[config.mk]
export PLATFORM = sky130hd
export DESIGN_NAME = hw4_serial_adder
export DESIGN_NICKNAME = d
export VERILOG_FILES = /design/src/rtl/hw4_pkg.sv /design/src/rtl/hw3p2.sv /design/src/rtl/hw4_serial_adder.sv
export SDC_FILE = /design/constraint.sdc
export NUM_CORES = 1
export LEC_CHECK = 0
export BUFFER_PORTS_ARGS = -buffer_cell sky130_fd_sc_hd__buf_2
export CORE_MARGIN = 4
export CORE_UTILIZATION = 52
export DETAILED_ROUTE_END_ITERATION = 6
export PLACE_DENSITY = 0.76
export SLEW_MARGIN = 30
export SYNTH_ARGS = -nofsm -noshare
export SYNTH_HDL_FRONTEND = slang
export SYNTH_SLANG_ARGS = --single-unit
[constraint.sdc]
create_clock -name clk -period 1.9 [get_ports clk]
set_clock_uncertainty 0.15 [all_clocks]
set_input_delay 0.095 -clock clk [delete_from_list [all_inputs] [get_ports clk]]
set_output_delay 0.095 -clock clk [all_outputs]
set_load 0.03 [all_outputs]
[src/rtl/hw4_pkg.sv]
// hw4_pkg: shared state encoding and sizing helpers for the serial adder
package hw4_pkg;
  typedef enum logic [1:0] {IDLE = 2'd0, SHIFT = 2'd1, DONE = 2'd2} state_t;
  localparam int DEF_WIDTH = 4;
  localparam int CNT_W = $clog2(DEF_WIDTH);
  function automatic int cnt_w(int w);
    return (w < 2) ? 1 : $clog2(w);
  endfunction
endpackage

[src/rtl/hw3p2.sv]
// hw3p2: combinational one-bit full-adder cell
module hw3p2 (
  input  logic A,
  input  logic B,
  input  logic Cin,
  output logic S,
  output logic Cout
);
  assign S = A ^ B ^ Cin;
  assign Cout = (A & B) | (Cin & (A ^ B));
endmodule

[src/rtl/hw4_serial_adder.sv]
// hw4_serial_adder: bit-serial a + b + cin, one full-adder cell, LSB first, start/done handshake
module hw4_serial_adder
  import hw4_pkg::*;
#(
  parameter int WIDTH = DEF_WIDTH
) (
  input  logic             clk,
  input  logic             rst_n,
  input  logic             start,
  input  logic [WIDTH-1:0] a,
  input  logic [WIDTH-1:0] b,
  input  logic             cin,
  output logic             busy,
  output logic             done,
  output logic [WIDTH-1:0] sum,
  output logic             cout,
  output logic             ovf
);
  localparam int CW = cnt_w(WIDTH);
  state_t state, next;
  logic [WIDTH-1:0] a_sh, b_sh, sum_sh, sum_nx;
  logic [CW-1:0] cnt;
  logic carry, s, co, last;
  hw3p2 u_fa (.A(a_sh[0]), .B(b_sh[0]), .Cin(carry), .S(s), .Cout(co));
  assign last = cnt == CW'(WIDTH - 1);
  assign sum_nx = WIDTH'({s, sum_sh} >> 1);
  assign busy = state == SHIFT;
  assign done = state == DONE;
  always_comb begin
    next = IDLE;
    next = state == IDLE  ? (start ? SHIFT : IDLE) :
           state == SHIFT ? (last ? DONE : SHIFT) : IDLE;
  end
  always_ff @(posedge clk or negedge rst_n) begin
    if (!rst_n) begin
      state <= IDLE;
      a_sh <= '0;
      b_sh <= '0;
      sum_sh <= '0;
      carry <= 1'b0;
      cnt <= '0;
      sum <= '0;
      cout <= 1'b0;
      ovf <= 1'b0;
    end else begin
      state <= next;
      if (state == IDLE && start) begin
        a_sh <= a;
        b_sh <= b;
        carry <= cin;
        cnt <= '0;
        sum_sh <= '0;
      end else if (state == SHIFT) begin
        a_sh <= a_sh >> 1;
        b_sh <= b_sh >> 1;
        sum_sh <= sum_nx;
        carry <= co;
        cnt <= cnt + 1'b1;
      end
      // carry still holds the carry into the MSB on the final bit
      if (state == SHIFT && last) begin
        sum <= sum_nx;
        cout <= co;
        ovf <= carry ^ co;
      end
    end
  end
endmodule

==> metrics, run 1 <==
vias per cell=5.44; initial antenna violation count=0; Post-Synth Simple-Gate Area=13.0%; routed via count=724; num rows=15; postcts setup bufs=0; Buf/Inv on CP=2; CTS tree=yes; core area=0.00176 sq mm; CP required=~1.7 ns; FILL cells=144; Area Growth Syn to Fin=27.3%; ys flop type=dfrtp_1; RSZ-0062 raised after global routing=no; first-pass GRT wire length=3350 um; clk sink count=22; WL final=between 1500 and 2000 um; VDD IR max=around 0.0009 V; final hold slack=0.114 ns; period utilization=between 90 and 100%; I/O Buffers=19; leading cell type in the layout, fill and taps excluded=dfrtp_1; status=completed; ant diodes=0; Synth Area in Adders=3.29%; post-place instance area=around 0.0011 sq mm; Slew Viols, Final=0; pwr dens=1770 mW/mm^2; FF+latch count, synth=22; maxcap violations=0; Die X-Extent=51.6 um; pre-CTS WS=0.442 ns; final worst setup slack=around 0.14 ns; Post-synth EDFFs=0; cells along the critical path=clkinv_1 > nor2_1 > buf_2; final non-filler cell total=133; Fin. Hold Viols=0; Die Span Y=just over 50 um; most frequent cells in the layout=dfrtp_1, buf_2, dlygate4sd3_1; DRC=0; Post-Syn Area=approximately 1000 sq um; fraction of layout cells with a size suffix above 1=30.6%; die area=0.00266 sq mm; Tot GR Track Use=16.8%; crit path kind=flip-flop to output pin; Starting DRT DRC Count=1; relative slew slack=68.2%; post-synthesis async set-or-reset flop share=between 90% and 100%; Synth Net Count=90; Cells after DPL=118; Antenna Violating Nets Remaining=0; Fmax=between 0.5 and 0.6 GHz; measured slew at the worst slew-check pin=between 0.4 and 0.5 ns; CTS resizes=0; DR pass1 iterations=3; largest family of logic cells by synthesized area=compound AO/OA/AOI/OAI gates; CTS max path bufs=2; post-synthesis mux area share=7.59%; Stages on worst setup path=3; routability cong.=0.740; cell at the slowest stage of the critical path=dfrtp_1; Hold WC Path Type=input port to asynchronous set/reset pin; Worst Path Arrival=1.52 ns; initial core utilization=56.0%; I/O Pins=20; Tmin final=about 1.8 ns; final setup vio count=0; setup TNS=0 ns; Sequential Area=551 sq um; drt wl/cell=approximately 14 um; post-route cell area=0.00126 sq mm; power consumption=2.23 mW; Final Util=~71%; nets=around 120; Mean Syn Cell Area=13.0 sq um; cts bufs inserted=3; multi-input logic area=roughly 400 sq um; DP Wirelength=1320 um; H-tree depth=1; sequential-to-total area share from yosys stat=55.7%; max incr delay on CP=0.53 ns; Worst setup EP type=output pin; worst reg-to-reg path cell count=2; remaining global-route overflow=0; compound-cell area share of the yosys netlist=16.1%; Worst Setup Start Kind=flip-flop; Crit path max-delay family=flip-flops; XOR/XNOR Fraction of Synth Area=0.886%; clock root buffer master=clkbuf_4; clock slew at reported path FFs=between 0.1 and 0.15 ns; Max FO, Critical Path=9; vias in the first global route=730; warning count from the yosys run=0; largest net degree at the start of global routing=23; clk_lat worst skew=0.30 ns; Netlist cell types=26; Leak=0.607 nW; Syn Inst Count=76
==> path summary, 6_finish.rpt <==
check	startpoint	endpoint	slack [ns]
max in group asynchronous	rst_n	b_sh[1]	1.17
min	rst_n	sum[2]	0.11
max reg2reg	carry	sum[3]	0.43
max	state[1]	done	0.14
min in group clk	ovf	ovf	0.36
min reg2reg	ovf	ovf	0.36
==> timing repair <==
action                                  4_1_cts  5_1_grt
hold buffers                                 11        0
endpoints found under the setup margin        0        0
endpoints found under the hold margin        31        0
==> synth_stat cells (2+ instances only) <==
cell / instances / area [sq um]
a21oi_1: 2 / 10.0
a22o_1: 4 / 35.0
a2bb2oi_1: 3 / 26.3
a32o_1: 2 / 20.0
dfrtp_1: 22 / 551
inv_1: 3 / 11.3
mux2_4: 5 / 75.1
nand2_1: 2 / 7.51
nor2_1: 6 / 22.5
nor3_1: 3 / 15.0
nor4b_1: 3 / 26.3
o21ai_0: 2 / 10.0
o22ai_1: 6 / 37.5
==> flip-flops by register name (all words and copies together), names as in the netlist <==
register and cells:
sum_sh 3, b_sh 4, state 2, cnt 2, a_sh 4, sum 4, carry 1, cout 1
ovf 1
==> area by class of cell <==
cell class                 count  area share, %
tap                           25           2.49
multi-input combinational     48           32.1
inverter                       4           1.19
clock inverter                 1           2.39
timing repair buffer          30           16.3
clock buffer                   3           1.79
sequential                    22           43.7
==> power by group <==
part           switching [mW]  total (mW)  internal, mW
clock                   0.142       0.355         0.213
sequential              0.190       0.875         0.685
combinational           0.506       0.999         0.493
==> per-layer routing <==
layer,up-vias,wire (um),global-route usage (%)
li1,348,-,-
met1,360,868,22.2
met2,14,938,28.2
met3,2,62,2.58
met4,0,14,5.24
met5,-,0,0
==> logic make-up after synthesis <==
family,Yosys count
buffers and inverters,6
xor gates and xnor gates,1
and+or+nand+nor,19
DFF,22
AOI/OAI and AO/OA,21
muxes,5
adders and majority gates,2
(Power assumes the default switching activity.)
==> run 2: changes to the inputs <==
CORE_UTILIZATION = 47   (was 52)
PLACE_DENSITY = 0.73   (was 0.76)
clock period = 1.45 ns   (was 1.9 ns; I/O delays follow)
==> metrics, run 2 (same netlist as run 1, synthesis figures left out) <==
most frequent cells in the layout=dfrtp_1, buf_2, buf_4 (was dfrtp_1, buf_2, dlygate4sd3_1); num rows=16 (was 15); Die X-Extent=53.9 um (was 51.6 um); measured slew at the worst slew-check pin=0.473 ns (was 0.477 ns); R2R Setup Slk=0.01 ns (was 0.43 ns); DR pass1 iterations=4 (was 3); Fmax=approximately 0.69 GHz; routed via count=785 (was 724); WL final=2200 um (was 1880 um); r2r startpoint=carry (unchanged); core area=0.00198 sq mm (was 0.00176 sq mm); Area Growth Syn to Fin=42.2% (was 27.3%); period utilization=99.3%; I/O Pins=20 (unchanged); power consumption=3.33 mW (was 2.23 mW); clk sink count=22 (unchanged); initial antenna violation count=0 (unchanged); max incr delay on CP=0.49 ns (was 0.53 ns); die area=0.00290 sq mm (was 0.00266 sq mm); Tmin final=1.44 ns; cell at the slowest stage of the critical path=fa_2 (was dfrtp_1); clk_lat worst skew=0.31 ns (was 0.30 ns); vias in the first global route=844 (was 730); routability cong.=0.759 (was 0.740); Leak=0.678 nW (was 0.607 nW); fraction of layout cells with a size suffix above 1=44.3% (was 30.6%); CTS tree=yes (unchanged); Hold WC Path Type=input port to asynchronous set/reset pin (unchanged); Slew Viols, Final=0 (unchanged); Worst Path Arrival=1.50 ns (was 1.52 ns); Worst Setup Start Kind=flip-flop (unchanged); cts bufs inserted=3 (unchanged); largest net degree at the start of global routing=23 (unchanged); final hold slack=0.0816 ns (was 0.114 ns); nets=137 (was 123); capture point of the worst path=sum[3] (was done); I/O Buffers=19 (unchanged); initial core utilization=49.9% (was 56.0%); r2r endpoint=sum[3] (unchanged); Tot GR Track Use=17.7% (was 16.8%); VDD IR max=0.00135 V (was 0.000883 V); Max FO, Critical Path=2 (was 9); leading cell type in the layout, fill and taps excluded=dfrtp_1 (unchanged); DRC=0 (unchanged); Fin. Hold Viols=0 (unchanged); Starting DRT DRC Count=8 (was 1); cells along the critical path=fa_2 > mux2_4 (was clkinv_1 > nor2_1 > buf_2); Final Util=70.9% (was 71.3%); worst reg-to-reg path cell count=2 (unchanged); Worst setup EP type=flip-flop (was output pin); drt wl/cell=14.8 um (was 14.2 um); RSZ-0062 raised after global routing=yes (was no); vias per cell=5.27 (was 5.44); top flop regs=a_sh: 4 flops, b_sh: 4 flops, sum: 4 flops (unchanged); remaining global-route overflow=0 (unchanged); Die Span Y=53.9 um (was 51.6 um); Antenna Violating Nets Remaining=0 (unchanged); crit path kind=flip-flop to flip-flop (was flip-flop to output pin); ant diodes=0 (unchanged); relative slew slack=68.5% (was 68.2%); first-pass GRT wire length=3690 um (was 3350 um); CTS max path bufs=2 (unchanged); H-tree depth=1 (unchanged); clock root buffer master=clkbuf_4 (unchanged); status=completed (unchanged); final setup vio count=0 (unchanged); DP Wirelength=1370 um (was 1320 um); pwr dens=2370 mW/mm^2 (was 1770 mW/mm^2); maxcap violations=0 (unchanged); CP required=1.51 ns (was 1.65 ns); worst setup path start=carry (was state[1]); clock slew at reported path FFs=0.13 ns (was 0.12 ns)
-- run 2: cell types whose count changed in the layout (fill, tap and decap cells not counted), moves of 2 or more --
cell and change:
buf_4 +13, buf_6 +3, buf_2 -2, dfrtp_1 -2
dfrtp_2 +2
-- run 2: worst min path at each step --
stage / from / to
after floorplan: rst_n / a_sh[0]
after global placement: rst_n / ovf
after detailed placement: rst_n / ovf
after CTS: rst_n / sum_sh[3]
after global routing: rst_n / sum[1]
final: rst_n / sum[2]
-- run 2: power by group --
group | internal (mW) | switching (mW) | total, mW
registers | 0.903 | 0.216 | 1.12
clock network | 0.279 | 0.199 | 0.478
logic | 0.918 | 0.816 | 1.73
total | 2.10 | 1.23 | 3.33
-- run 2: through the flow --
| step | worst slack [ns] | TNS, ns | instances | area [sq um] |
|---|---|---|---|---|
| after global routing | -0.0311 | -0.0655 | 149 | 1410 |
| after detailed placement | -0.00963 | -0.00963 | 126 | 1140 |
| after global placement | 0.0352 | 0 | 126 | 1140 |
| after CTS | -0.0174 | -0.0176 | 146 | 1360 |
| after floorplan | 0.0242 | 0 | 76 | 988 |
| final | 0.00985 | 0 | 149 | 1410 |
-- run 2: area by class of cell --
class / count / area [sq um]
Fill cell: 149 / 577
Sequential cell: 22 / 553
Multi-Input combinational cell: 48 / 420
Timing Repair Buffer: 44 / 327
Tap cell: 27 / 33.8
Clock inverter: 1 / 30.0
Clock buffer: 3 / 22.5
Inverter: 4 / 18.8
-- run 2: what timing repair did --
action	in CTS	in global routing
endpoints found under the hold margin	31	0
pin swaps	0	0
setup endpoints to repair	4	7
hold buffers	11	0
resized for setup	7	8
setup buffers	5	3
-- run 2: per-layer routing --
layer  vias up  routed length (um)  track usage (%)
li1        373                   -                -
met1       388                 951             20.6
met2        22                1150             33.1
met5         -                   0                0
met3         2                  96             3.32
met4         0                   8             3.83
-- run 2: critical path, delay by kind of cell (launching register included) --
family / cells / cell delay [ns]
adders and majority gates: 1 / 0.49
DFF: 1 / 0.43
muxes: 1 / 0.27
